==> src/rtl/led_shift_out_if.sv <==
// Three-wire serial bus to the daisy-chained LED driver board, plus the frame-busy flag.
// The master side is the serialiser; the slave side is the board (or a monitor).
interface led_shift_out_if;
   logic ser_clk;
   logic ser_data;
   logic ser_latch;
   logic busy;

   modport master (output ser_clk, output ser_data, output ser_latch, output busy);
   modport slave  (input  ser_clk, input  ser_data, input  ser_latch, input  busy);
endinterface

==> src/rtl/led_shift_out.sv <==
// Serialises {sl_in, disp_1..disp_8} (73 bits, MSB first) to a shift-register LED driver chain,
// sending a frame only when the inputs change and once after reset. Optional SEG_INVERT_EN inverts segment bits.
module led_shift_out #(
   parameter int CLK_DIV = 4,
   parameter int LATCH_W = 2
) (
   input  logic                  clk,
   input  logic                  rst_n,
   input  logic [7:0]            disp_1,
   input  logic [7:0]            disp_2,
   input  logic [7:0]            disp_3,
   input  logic [7:0]            disp_4,
   input  logic [7:0]            disp_5,
   input  logic [7:0]            disp_6,
   input  logic [7:0]            disp_7,
   input  logic [7:0]            disp_8,
   input  logic [8:0]            sl_in,
   led_shift_out_if.master       sout
);

   localparam int DIV_W = $clog2(2 * CLK_DIV);
   localparam int LAT_W = (LATCH_W > 1) ? $clog2(LATCH_W) : 1;
   localparam logic [DIV_W-1:0] DIV_MAX_C = DIV_W'(2 * CLK_DIV - 1);
   localparam logic [DIV_W-1:0] DIV_HI_C  = DIV_W'(CLK_DIV - 1);
   localparam logic [LAT_W-1:0] LAT_MAX_C = LAT_W'(LATCH_W - 1);

   typedef enum logic [1:0] {
      IDLE  = 2'd0,
      SHIFT = 2'd1,
      LATCH = 2'd2
   } state_t;

   state_t            state_r;
   state_t            state_s;
   logic [72:0]       frame_s;
   logic [72:0]       tx_s;
   logic [72:0]       shift_r;
   logic [72:0]       last_sent_r;
   logic              init_pending_r;
   logic [6:0]        bit_cnt_r;
   logic [DIV_W-1:0]  div_cnt_r;
   logic [LAT_W-1:0]  latch_cnt_r;
   logic              start_s;
   logic              bit_end_s;
   logic              last_bit_s;
   logic              latch_end_s;
   logic              ser_clk_r, ser_clk_s;
   logic              ser_data_r, ser_data_s;
   logic              ser_latch_r, ser_latch_s;
   logic              busy_r, busy_s;

   assign frame_s = {sl_in, disp_1, disp_2, disp_3, disp_4, disp_5, disp_6, disp_7, disp_8};

`ifdef SEG_INVERT_EN
   // Common-anode boards: segment bits go out inverted, select bits never do.
   assign tx_s = {frame_s[72:64], ~frame_s[63:0]};
`else
   assign tx_s = frame_s;
`endif

   // Change detection always uses the raw inputs, independent of inversion.
   assign start_s     = (state_r == IDLE) && (init_pending_r || (frame_s != last_sent_r));
   assign bit_end_s   = (div_cnt_r == DIV_MAX_C);
   assign last_bit_s  = (bit_cnt_r == 7'd0);
   assign latch_end_s = (latch_cnt_r == LAT_MAX_C);

   // State and registered serial outputs.
   always_ff @(posedge clk or negedge rst_n) begin
      if (!rst_n) begin
         state_r     <= IDLE;
         ser_clk_r   <= 1'b0;
         ser_data_r  <= 1'b0;
         ser_latch_r <= 1'b0;
         busy_r      <= 1'b0;
      end else begin
         state_r     <= state_s;
         ser_clk_r   <= ser_clk_s;
         ser_data_r  <= ser_data_s;
         ser_latch_r <= ser_latch_s;
         busy_r      <= busy_s;
      end
   end

   // Frame capture, shift register and bit/phase/latch counters.
   always_ff @(posedge clk or negedge rst_n) begin
      if (!rst_n) begin
         shift_r        <= 73'd0;
         last_sent_r    <= 73'd0;
         init_pending_r <= 1'b1;
         bit_cnt_r      <= 7'd0;
         div_cnt_r      <= '0;
         latch_cnt_r    <= '0;
      end else begin
         case (state_r)
            IDLE: begin
               if (start_s) begin
                  shift_r        <= tx_s;
                  last_sent_r    <= frame_s;
                  init_pending_r <= 1'b0;
                  bit_cnt_r      <= 7'd72;
                  div_cnt_r      <= '0;
               end
            end
            SHIFT: begin
               if (bit_end_s) begin
                  div_cnt_r   <= '0;
                  shift_r     <= {shift_r[71:0], 1'b0};
                  latch_cnt_r <= '0;
                  if (!last_bit_s) begin
                     bit_cnt_r <= bit_cnt_r - 7'd1;
                  end
               end else begin
                  div_cnt_r <= div_cnt_r + DIV_W'(1'b1);
               end
            end
            LATCH: begin
               latch_cnt_r <= latch_cnt_r + LAT_W'(1'b1);
            end
            default: begin
               div_cnt_r <= '0;
            end
         endcase
      end
   end

   // Next-state logic.
   always_comb begin
      state_s = state_r;
      case (state_r)
         IDLE: begin
            if (start_s) state_s = SHIFT;
            else         state_s = IDLE;
         end
         SHIFT: begin
            if (bit_end_s && last_bit_s) state_s = LATCH;
            else                         state_s = SHIFT;
         end
         LATCH: begin
            if (latch_end_s) state_s = IDLE;
            else             state_s = LATCH;
         end
         default: state_s = IDLE;
      endcase
   end

   // Next values of the serial outputs; ser_data only moves at frame start or a ser_clk fall.
   always_comb begin
      ser_clk_s   = 1'b0;
      ser_data_s  = ser_data_r;
      ser_latch_s = 1'b0;
      busy_s      = 1'b0;
      case (state_r)
         IDLE: begin
            if (start_s) begin
               busy_s     = 1'b1;
               ser_data_s = tx_s[72];
            end else begin
               busy_s     = 1'b0;
            end
         end
         SHIFT: begin
            busy_s = 1'b1;
            if (bit_end_s) begin
               ser_clk_s = 1'b0;
               if (last_bit_s) begin
                  ser_latch_s = 1'b1;
               end else begin
                  ser_data_s  = shift_r[71];
               end
            end else if (div_cnt_r == DIV_HI_C) begin
               ser_clk_s = 1'b1;
            end else begin
               ser_clk_s = ser_clk_r;
            end
         end
         LATCH: begin
            if (latch_end_s) begin
               busy_s      = 1'b0;
               ser_latch_s = 1'b0;
            end else begin
               busy_s      = 1'b1;
               ser_latch_s = 1'b1;
            end
         end
         default: begin
            busy_s = 1'b0;
         end
      endcase
   end

   assign sout.ser_clk   = ser_clk_r;
   assign sout.ser_data  = ser_data_r;
   assign sout.ser_latch = ser_latch_r;
   assign sout.busy      = busy_r;

endmodule

==> src/flat_wrapper.sv <==
// flat-port wrapper written by rule: the top's interface ports become plain ports
module led_shift_out_flat 
#(
   parameter int CLK_DIV = 4,
   parameter int LATCH_W = 2
)
  (clk, rst_n, disp_1, disp_2, disp_3, disp_4, disp_5, disp_6, disp_7, disp_8, sl_in, sout_ser_clk, sout_ser_data, sout_ser_latch, sout_busy);
  led_shift_out_if sout_i ();
  input  logic clk;
  input  logic rst_n;
  input  logic [7:0] disp_1;
  input  logic [7:0] disp_2;
  input  logic [7:0] disp_3;
  input  logic [7:0] disp_4;
  input  logic [7:0] disp_5;
  input  logic [7:0] disp_6;
  input  logic [7:0] disp_7;
  input  logic [7:0] disp_8;
  input  logic [8:0] sl_in;
  output wire logic [$bits(sout_i.ser_clk)-1:0] sout_ser_clk;
  output wire logic [$bits(sout_i.ser_data)-1:0] sout_ser_data;
  output wire logic [$bits(sout_i.ser_latch)-1:0] sout_ser_latch;
  output wire logic [$bits(sout_i.busy)-1:0] sout_busy;
  assign sout_ser_clk = sout_i.ser_clk;
  assign sout_ser_data = sout_i.ser_data;
  assign sout_ser_latch = sout_i.ser_latch;
  assign sout_busy = sout_i.busy;
  led_shift_out #(.CLK_DIV(CLK_DIV), .LATCH_W(LATCH_W)) u_core (.clk(clk), .rst_n(rst_n), .disp_1(disp_1), .disp_2(disp_2), .disp_3(disp_3), .disp_4(disp_4), .disp_5(disp_5), .disp_6(disp_6), .disp_7(disp_7), .disp_8(disp_8), .sl_in(sl_in), .sout(sout_i));
endmodule
==> config.mk <==
export PLATFORM = sky130hd
export DESIGN_NAME = led_shift_out_flat
export DESIGN_NICKNAME = d
export VERILOG_FILES = /design/src/rtl/led_shift_out_if.sv /design/src/rtl/led_shift_out.sv /design/src/flat_wrapper.sv
export SDC_FILE = /design/constraint.sdc
export NUM_CORES = 1
export LEC_CHECK = 0
export CAP_MARGIN = 40
export CORE_MARGIN = 2
export CORE_UTILIZATION = 25
export CTS_BUF_LIST = sky130_fd_sc_hd__clkbuf_4
export DETAILED_ROUTE_END_ITERATION = 6
export PLACE_DENSITY_LB_ADDON = 0.05
export SYNTH_ARGS = -nofsm -noshare
export SYNTH_HDL_FRONTEND = slang
export SYNTH_SLANG_ARGS = --single-unit
export TNS_END_PERCENT = 100
==> constraint.sdc <==
create_clock -name clk -period 5.05 [get_ports clk]
set_clock_uncertainty 0.15 [all_clocks]
set_input_delay 0.505 -clock clk [delete_from_list [all_inputs] [get_ports clk]]
set_output_delay 0.505 -clock clk [all_outputs]
set_load 0.03 [all_outputs]
==> metrics, run 1 <==
share of the synthesized area in the top cell type 0.517; global placer's final weighted congestion ~0.73; number of fill cells in the layout around 3,200; clk root buf clkbuf_4; Vias 5,231; vias in the first global route approximately 5,500; gr usage total 0.131; Rows 64; # IOs 79; chip height roughly 180 µm; Pwr Density 249 nW/µm²; Final Hold Fails 0; routed length per instance 17.7 µm; Lkg Pwr 4.78 nW; nets 840; slew at the pin with the worst max-slew slack between 800 and 900 ps; Max H-tree Level 4; post-route ant nets 0; ranking of synthesized cells by area dfrtp_1 (52%), mux2_1 (11%), mux2i_1 (9.1%); multi-input logic area 3540 µm²; largest net degree at the start of global routing 83; CP max FO 25; setup tns final 0 ps; post-synthesis sequential area ratio 0.520; Fmax slightly below 0.3 GHz; die width ~180 µm; max-cap violations 0; core area a little over 30,000 µm²; Initial Util 0.255; Final Slew Violations 0; routed vias/inst approximately 4.5; Synth Net Count 770; Tmin final between 3000 and 4000 ps; first-pass GRT wire length roughly 33,000 µm; GRT overflow 0; arrival time at the worst endpoint around 3700 ps; status complete, no violations; Die ar. roughly 33,000 µm²; TritonCTS clock tree built; post-synthesis register bit count 163; TritonCTS Buffers 17; synthesis-to-layout area growth 18.9%; total power draw about 2.3 mW; final wirelength between 20,000 and 25,000 µm; Clock Sinks ~160; Clock Path Buffers 2; DR pass1 iterations 4; register area 4080 µm²; Yosys top cell by area dfrtp_1; RSZ-0062 raised after global routing false; cts repair resizes 0; worst vdd ir 0.0971 mV; port bufs just under 80; initial drt markers just under 200; Cell variety after synth 48; DR DRC count 0; Mapped Cells between 600 and 700; crit start category input port; final-report setup violation count 0; Clock transition at path regs 150 ps; CP required around 5400 ps; area of the mapped netlist roughly 7800 µm²; Clock Latency Late Sink approximately 570 ps; crit path kind input port to register; postcts setup bufs 0; Syn. warnings 0; initial antenna violation count 1; Slew headroom 0.437; CP Capture Type register; post-DP HPWL roughly 15,000 µm; syn avg cell area approximately 11 µm²; fin crit share 0.675; layout cells sized above 1 0.0610; Hold Crit Class register to register
[critical path, cell delays in order]
cell,delay [ps]
clkdlybuf4s50_1,600
inv_1,60
a2111oi_0,720
nand4_1,280
nor4_4,400
nand2_1,150
nand2_4,250
buf_4,380
mux2_1,370
[cell families after synthesis]
| group | after synthesis | share of synthesized area |
|---|---|---|
| multiplexers | 146 | 0.198 |
| adder cells (fa/ha/maj) | 8 | 0.0128 |
| AO/OA/AOI/OAI | 106 | 0.0792 |
| flip-flops | 163 | 0.520 |
| XOR/XNOR | 56 | 0.0626 |
| buffers and inverters | 55 | 0.0322 |
| AND/OR/NAND/NOR | 153 | 0.0945 |
[worst paths after layout]
path	endpoint	slack, ps	from	depth (start not counted)
min reg2reg	u_core.init_pending_r$_DFFE_PN1N_	360	u_core.init_pending_r$_DFFE_PN1N_	1
max	u_core.last_sent_r[14]$_DFFE_PN0N_	1640	disp_8[5]	9
max in group asynchronous	u_core.last_sent_r[69]$_DFFE_PN0N_	3200	rst_n	3
min in group asynchronous	u_core.shift_r[11]$_DFFE_PN0P_	400	rst_n	2
min	u_core.init_pending_r$_DFFE_PN1N_	360	u_core.init_pending_r$_DFFE_PN1N_	1
max reg2reg	u_core.last_sent_r[14]$_DFFE_PN0N_	1740	u_core.last_sent_r[63]$_DFFE_PN0N_	8
[final cells by class]
cell class,count,share of cell area
clock buffer,19,0.0153
timing repair buffer,87,0.0927
inverter,19,0.00765
antenna,1,0.000268
multi-input combinational,469,0.380
sequential,163,0.438
tap,396,0.0531
clock inverter,13,0.0133
[stage by stage]
stage	area (µm²)	setup WS (ps)	hold WS (ps)	util	instances
2_1_floorplan	7840	2380	59.4	-	687
3_3_place_gp	9040	1070	321	0.294	1133
3_5_place_dp	9040	1060	332	0.294	1133
4_1_cts	9320	1730	363	0.303	1166
5_1_grt	9320	1580	384	0.303	1167
6_report	9320	1640	359	0.303	1167
[metal layers]
| metal | vias to the layer above | track usage | wire [µm] |
|---|---|---|---|
| li1 | 2542 | - | - |
| met1 | 2595 | 0.181 | 10300 |
| met2 | 83 | 0.208 | 9450 |
| met3 | 11 | 0.0268 | 563 |
| met4 | 0 | 0.0407 | 298 |
| met5 | - | 0 | 0 |
[synthesized netlist by cell type (all sizes together)]
cell and n:
dfrtp 162, nor2 82, a21oi 75, mux2 75, mux2i 71, xor2 55, clkbuf 20, nor2b 19
inv 18, buf 16, nor4 15, ha 8, nand2 8, nand3 8, nand2b 6, a2111oi 5
nand4 5, nor3 4, a31oi 3, o21ai 3, o221ai 3, o22ai 3, a21boi 2, a22o 2
or4 2, a2111o 1, a21o 1, a221oi 1, a31o 1, a41o 1, and2 1, and3 1
and4 1, clkinv 1, dfstp 1, o2111a 1, o21a 1, o2bb2ai 1, o31ai 1, o41ai 1
or2 1, xnor2 1
[power by group]
group	internal (mW)	switching, mW	leakage (nW)
Sequential	1.33	0.0141	2.08
Combinational	0.0910	0.109	2.56
Clock	0.262	0.517	0.131
Total	1.69	0.640	4.78
[flip-flops by register name (all words and copies together) (netlist names)]
signal                 count
u_core.last_sent_r        73
u_core.shift_r            72
u_core.bit_cnt_r           7
u_core.div_cnt_r           3
u_core.state_r             2
u_core.init_pending_r      1
u_core.latch_cnt_r         1
u_core.sout.busy           1
u_core.sout.ser_clk        1
u_core.sout.ser_data       1
u_core.sout.ser_latch      1
[timing repair]
| item | 4_1_cts | 5_1_grt |
|---|---|---|
| endpoints found under the hold margin | 79 | 0 |
| endpoints found under the setup margin | 0 | 0 |
| hold buffers | 1 | 0 |
[layout by cell type (no fill, tap or decap), types with 2 or more instances in the layout]
cell type	instances
a2111oi_0	5
a21oi_1	75
a22o_1	2
a31oi_1	2
buf_4	7
clkbuf_4	19
clkdlybuf4s50_1	77
clkinv_1	2
clkinvlp_4	5
dfrtp_1	162
ha_1	7
inv_1	18
inv_6	6
mux2_1	75
mux2i_1	71
nand2_1	7
nand2b_1	6
nand3_1	8
nand4_1	5
nor2_1	82
nor2b_1	19
nor3_1	4
nor4_1	14
o21ai_0	3
o221ai_1	3
o22ai_1	3
xor2_1	55
Note: power is estimated with default switching activity, not from simulation.
==> run 2, diff against run 1 <==
==> constraint.sdc (replaced) <==
create_clock -name clk -period 3 [get_ports clk]
set_clock_uncertainty 0.15 [all_clocks]
set_input_delay 0.3 -clock clk [delete_from_list [all_inputs] [get_ports clk]]
set_output_delay 0.3 -clock clk [all_outputs]
set_load 0.03 [all_outputs]
==> metrics, run 2 (synthesized netlist as in run 1, its figures left out) <==
metal2 WL 10,400 µm (was 9450 µm); Final Hold Fails 0 (unchanged); Reg with most FFs u_core.last_sent_r (unchanged); fin util 0.323 (was 0.303); Max H-tree Level 4 (unchanged); DR DRC count 0 (unchanged); vias in the first global route 5,876 (was 5,501); fin area 9920 µm² (was 9320 µm²); largest net degree at the start of global routing 67 (was 83); max-cap violations 0 (unchanged); critical path endpoint u_core.shift_r[20]$_DFFE_PN0P_ (was u_core.last_sent_r[14]$_DFFE_PN0N_); Clock transition at path regs 160 ps (was 150 ps); r2r worst-path depth 9 (was 8); sw frac 0.269 (was 0.275); Pwr Density 407 nW/µm² (was 249 nW/µm²); chip height 181 µm (unchanged); status complete, no violations (unchanged); DR pass1 iterations 4 (unchanged); routed length on met3 599 µm (was 563 µm); fin crit share 0.930; port bufs 78 (unchanged); core area 30,700 µm² (unchanged); Die ar. 32,800 µm² (unchanged); crit path kind register to register (was input port to register); gr usage total 0.143 (was 0.131); origin of the worst setup path u_core.last_sent_r[43]$_DFFE_PN0N_ (was disp_8[5]); CP max FO 57 (was 25); reg2reg start u_core.last_sent_r[43]$_DFFE_PN0N_ (was u_core.last_sent_r[63]$_DFFE_PN0N_); Slew headroom 0.484 (was 0.437); Max Used Layer met4 (unchanged); postcts setup bufs 0 (unchanged); first-pass GRT wire length 35,500 µm (was 32,600 µm); Gate power share 0.099 (was 0.086); number of fill cells in the layout 3,184 (was 3,190); TritonCTS Buffers 17 (unchanged); Tmin final about 2800 ps; max reg flops 73 (unchanged); Lkg Pwr 5.12 nW (was 4.78 nW); CP max-delay cell or4_4 (was a2111oi_0); Hold Crit Class input port to asynchronous set/reset pin (was register to register); routed vias/inst 4.46 (was 4.48); Clock Path Buffers 2 (unchanged); initial drt markers 249 (was 198); Regs by FF count u_core.last_sent_r (73), u_core.shift_r (72), u_core.bit_cnt_r (7) (unchanged); final wirelength 22,100 µm (was 20,600 µm); Sequential Power Share 0.561 (was 0.579); crit start category register (was input port); pre-CTS WS -442 ps (was 1060 ps); post-DP HPWL 16,100 µm (was 14,900 µm); Clock Sinks 163 (unchanged); Vias 5,478 (was 5,231); die width 181 µm (unchanged); CP required 3280 ps (was 5360 ps); total power draw 4.04 mW (was 2.33 mW); slew at the pin with the worst max-slew slack 775 ps (was 845 ps); CP cell instances nor2b_1, a2111o_1, or4_4, nor4_4, buf_4, a31oi_4, buf_12, nor2_1, a21oi_1 (was clkdlybuf4s50_1, inv_1, a2111oi_0, nand4_1, nor4_4, nand2_1, nand2_4, buf_4, mux2_1); initial antenna violation count 1 (unchanged); dpl cells 1,194 (was 1,133); Fmax about 0.36 GHz; clk root buf clkbuf_4 (unchanged); global placer's final weighted congestion 0.739 (was 0.734); routed length per instance 18.0 µm (was 17.7 µm); synthesis-to-layout area growth 26.6% (was 18.9%); Clock Latency Late Sink 560 ps (was 570 ps); TritonCTS clock tree built (unchanged); fin cells 1,228 (was 1,167); final-report setup violation count 0 (unchanged); worst vdd ir 0.221 mV (was 0.0971 mV); GRT overflow 0 (unchanged); most frequent cells in the layout dfrtp_1 (162), nor2_1 (82), clkdlybuf4s50_1 (77), a21oi_1 (75), mux2_1 (75) (unchanged); Post-Place Cell Area 9590 µm² (was 9040 µm²); Final Slew Violations 0 (unchanged); layout cells sized above 1 0.135 (was 0.0610); DRT met1 WL 11,000 µm (was 10,300 µm); post-route ant nets 0 (unchanged); RR Endpoint u_core.shift_r[20]$_DFFE_PN0P_ (was u_core.last_sent_r[14]$_DFFE_PN0N_); Worst R2R Setup Slack 210 ps (was 1740 ps); min setup slack post-route 210 ps (was 1640 ps); CP Capture Type register (unchanged); Initial Util 0.255 (unchanged); nets 901 (was 840); commonest non-fill, non-tap cell in the layout dfrtp_1 (unchanged); CP max stage delay 530 ps (was 720 ps); Rows 64 (unchanged); RSZ-0062 raised after global routing false (unchanged); clock share of power 0.340 (was 0.335); switching power 1.09 mW (was 0.640 mW); internal power 2.95 mW (was 1.69 mW); arrival time at the worst endpoint 3070 ps (was 3720 ps); # IOs 79 (unchanged)
-- run 2: changes by cell type in the layout (fill, tap and decap cells not counted), sizes merged --
cell      before  now
bufinv         1    2
clkinv         2    4
clkinvlp       5    4
inv           24   22
buf            9   70
clkbuf        19   18
diode          1    2
-- run 2: power by group through the flow --
stage | sequential [mW] | clock [mW] | combinational [mW]
after floorplan | 2.30 | 0 | 0.102
final | 2.27 | 1.37 | 0.400
after detailed placement | 2.31 | 0 | 0.407
after global placement | 2.31 | 0 | 0.405
after global routing | 2.28 | 1.56 | 0.443
after CTS | 2.27 | 1.46 | 0.411
-- run 2: area by class of cell --
| type | instances | area (µm²) | area share |
|---|---|---|---|
| sequential | 163 | 4080 | 0.411 |
| antenna | 2 | 5.00 | 0.000504 |
| tap | 396 | 495 | 0.0499 |
| multi-input combinational | 469 | 3570 | 0.360 |
| inverter | 19 | 71.3 | 0.00719 |
| clock buffer | 18 | 135 | 0.0136 |
| clock inverter | 13 | 150 | 0.0151 |
| timing repair buffer | 148 | 1410 | 0.142 |
-- run 2: worst max-delay path, delay by kind of cell (launching register included) --
kind            cells  cell delay (ps)
compound gates      3              610
flops               1              410
buf+inv             2              440
simple gates        4             1020
-- run 2: how the worst min path moves through the flow --
stage	from	endpoint	slack (ps)	cells past startpoint
floorplan	rst_n	u_core.bit_cnt_r[0]$_DFFE_PN0P_	-150	0
global placement	rst_n	u_core.last_sent_r[14]$_DFFE_PN0N_	260	1
detailed placement	rst_n	u_core.last_sent_r[14]$_DFFE_PN0N_	250	1
CTS	rst_n	u_core.last_sent_r[14]$_DFFE_PN0N_	160	2
global route	rst_n	u_core.last_sent_r[22]$_DFFE_PN0N_	170	2
finish	rst_n	u_core.last_sent_r[22]$_DFFE_PN0N_	170	2
-- run 2: what timing repair did --
action | CTS | global route
endpoints found under the hold margin | 63 | 0
pin swaps | 0 | 1
gates resized for setup | 3 | 3
endpoints found under the setup margin | 151 | 135
hold buffers | 1 | 0
-- run 2: stage by stage --
step,TNS [ps],hold WS (ps)
floorplan,0,-146
global placement,-70580,257
detailed placement,-64580,254
CTS,0,163
global route,0,168
finish,0,167
-- run 2: routing by layer --
layer | vias up | global-route usage
met5 | - | 0
met4 | 0 | 0.0273
met3 | 9 | 0.0270
met2 | 91 | 0.233
met1 | 2714 | 0.200
li1 | 2664 | -
==> run 3, diff against run 2 <==
--- a/config.mk
+++ b/config.mk
@@ -9,6 +9,7 @@
 export CORE_MARGIN = 2
 export CORE_UTILIZATION = 25
 export CTS_BUF_LIST = sky130_fd_sc_hd__clkbuf_4
+export CTS_CLUSTER_SIZE = 16
 export DETAILED_ROUTE_END_ITERATION = 6
 export PLACE_DENSITY_LB_ADDON = 0.05
 export SYNTH_ARGS = -nofsm -noshare
==> constraint.sdc (replaced) <==
create_clock -name clk -period 2.4 [get_ports clk]
set_clock_uncertainty 0.15 [all_clocks]
set_input_delay 0.24 -clock clk [delete_from_list [all_inputs] [get_ports clk]]
set_output_delay 0.24 -clock clk [all_outputs]
set_load 0.03 [all_outputs]
==> metrics, run 3 (synthesized netlist as in run 1, its figures left out) <==
status finished with violations (was complete, no violations); failing checks setup timing; Clock Latency Late Sink 560 ps (about the same); Fmax 0.370 GHz (was 0.358 GHz); chip height 181 µm (unchanged); post-route ant nets 0 (unchanged); GRT overflow 0 (unchanged); synthesis-to-layout area growth 36.5% (was 26.6%); TritonCTS clock tree built (unchanged); Initial Util 0.255 (unchanged); Clock transition at path regs 160 ps (about the same); max-cap violations 0 (unchanged); Slew headroom 0.466 (was 0.484); clock share of power 0.329 (was 0.340); worst vdd ir 0.260 mV (was 0.221 mV); crit path kind register to register (unchanged); min setup slack post-route -300 ps (was 210 ps); DR pass1 iterations 4 (unchanged); core area 30,700 µm² (unchanged); Rows 64 (unchanged); port bufs 78 (unchanged); post-DP HPWL 16,100 µm (about the same); final-report setup violation count 158 (was 0); Final Slew Violations 0 (unchanged); internal power 3.61 mW (was 2.95 mW); reg2reg start u_core.last_sent_r[22]$_DFFE_PN0N_ (was u_core.last_sent_r[43]$_DFFE_PN0N_); CP Capture Type register (unchanged); first-pass GRT wire length 35,900 µm (was 35,500 µm); Clock Path Buffers 2 (unchanged); RSZ-0062 raised after global routing true (was false); final wirelength 24,700 µm (was 22,100 µm); Tmin final 2700 ps (was 2790 ps); initial drt markers 285 (was 249); Die ar. 32,800 µm² (unchanged); most frequent cells in the layout dfrtp_1 (162), buf_4 (82), clkdlybuf4s50_1 (77), a21oi_1 (71), mux2i_1 (71) (was dfrtp_1 (162), nor2_1 (82), clkdlybuf4s50_1 (77), a21oi_1 (75), mux2_1 (75)); arrival time at the worst endpoint 3010 ps (was 3070 ps); crit start category register (unchanged); Max H-tree Level 4 (unchanged); Final Hold Fails 0 (unchanged); TritonCTS Buffers 17 (unchanged); sw frac 0.280 (was 0.269); r2r worst-path depth 11 (was 9); DR DRC count 0 (unchanged); max reg flops 73 (unchanged); Sequential Power Share 0.566 (was 0.561); routed length per instance 19.5 µm (was 18.0 µm); gr usage total 0.145 (was 0.143); fin crit share 1.12 (was 0.930); nets 941 (was 901); Pwr Density 468 nW/µm² (was 407 nW/µm²); Regs by FF count u_core.last_sent_r (73), u_core.shift_r (72), u_core.bit_cnt_r (7) (unchanged); CP required 2710 ps (was 3280 ps); routed vias/inst 4.52 (was 4.46); Gate power share 0.105 (was 0.099); commonest non-fill, non-tap cell in the layout dfrtp_1 (unchanged); Hold Crit Class input port to asynchronous set/reset pin (unchanged); global placer's final weighted congestion 0.755 (was 0.739); CP max FO 8 (was 57); largest net degree at the start of global routing 73 (was 67); vias in the first global route 5,912 (was 5,876); hold slack 57.3 ps (was 167 ps); RR Endpoint u_core.last_sent_r[54]$_DFFE_PN0N_ (was u_core.shift_r[20]$_DFFE_PN0P_); layout cells sized above 1 0.259 (was 0.135); Vias 5,737 (was 5,478); die width 181 µm (unchanged); total power draw 5.01 mW (was 4.04 mW); switching power 1.41 mW (was 1.09 mW); slew at the pin with the worst max-slew slack 801 ps (was 775 ps); setup tns final -32,430 ps (was 0 ps); Lkg Pwr 5.55 nW (was 5.12 nW); clk root buf clkbuf_4 (unchanged); Clock Sinks 163 (unchanged); initial antenna violation count 1 (unchanged); Reg with most FFs u_core.last_sent_r (unchanged); # IOs 79 (unchanged); number of fill cells in the layout 3,131 (was 3,184); Worst R2R Setup Slack -300 ps (was 210 ps)
run 3: cell count changes in the layout (fill, tap and decap cells not counted), sizes merged:
cell	before	now
clkinv	4	8
bufinv	2	1
diode	2	1
clkinvlp	4	2
clkbuf	18	23
buf	70	105
run 3: through the flow:
step	instances	area (µm²)	util	worst slack [ps]
after floorplan	687	7900	-	-150
after global placement	1211	9710	0.316	-762
after detailed placement	1211	9710	0.316	-789
after CTS	1250	10100	0.329	-313
after global routing	1268	10700	0.348	-463
final	1268	10700	0.348	-300
run 3: area by class of cell:
cell class / instances / area (µm²) / area share
multi-input cells: 469 / 3880 / 0.363
well taps: 396 / 495 / 0.0463
diodes: 1 / 2.50 / 0.000234
clock inverters: 14 / 129 / 0.0120
repair buffers: 188 / 1910 / 0.178
flip-flops and latches: 163 / 4080 / 0.381
clock buffers: 18 / 135 / 0.0126
inverters: 19 / 71.3 / 0.00666
run 3: worst max path at each step:
stage | to | start
global route | u_core.last_sent_r[43]$_DFFE_PN0N_ | u_core.last_sent_r[22]$_DFFE_PN0N_
finish | u_core.last_sent_r[54]$_DFFE_PN0N_ | u_core.last_sent_r[22]$_DFFE_PN0N_
detailed placement | u_core.bit_cnt_r[3]$_DFFE_PN0P_ | disp_1[4]
floorplan | u_core.last_sent_r[0]$_DFFE_PN0N_ | u_core.last_sent_r[8]$_DFFE_PN0N_
global placement | u_core.last_sent_r[24]$_DFFE_PN0N_ | disp_1[4]
CTS | u_core.last_sent_r[27]$_DFFE_PN0N_ | u_core.last_sent_r[32]$_DFFE_PN0N_
run 3: routing by layer:
metal / share of wire / wire length (µm) / vias to the layer above / GRT usage
met5: 0 / 0 / - / 0
li1: - / - / 2745 / -
met3: 0.030 / 749 / 11 / 0.0327
met2: 0.47 / 11500 / 86 / 0.236
met1: 0.49 / 12100 / 2895 / 0.199
met4: 0.012 / 303 / 0 / 0.0241
run 3: critical path: stages (launching register included):
cell and delay, ps:
dfrtp_1 450, xor2_2 210, nor4_4 340, buf_4 160
nand3_1 110, nor3_2 170, buf_4 150, nand2_2 80
nand2_8 110, buf_12 150, clkbuf_16 180, mux2_1 320
run 3: timing repair:
| action | CTS | global route |
|---|---|---|
| hold endpoints to repair | 163 | 0 |
| pin swaps | 2 | 10 |
| gates cloned | 2 | 6 |
| hold buffers | 2 | 0 |
| buffers inserted | 3 | 12 |
| setup endpoints to repair | 159 | 159 |
| resized for setup | 14 | 84 |
run 3: power by group through the flow:
stage | clock network [mW] | logic [mW] | registers, mW
after CTS | 1.73 | 0.529 | 2.84
after detailed placement | 0 | 0.517 | 2.89
final | 1.65 | 0.527 | 2.84
after global placement | 0 | 0.514 | 2.88
after global routing | 1.84 | 0.579 | 2.85
after floorplan | 0 | 0.128 | 2.88
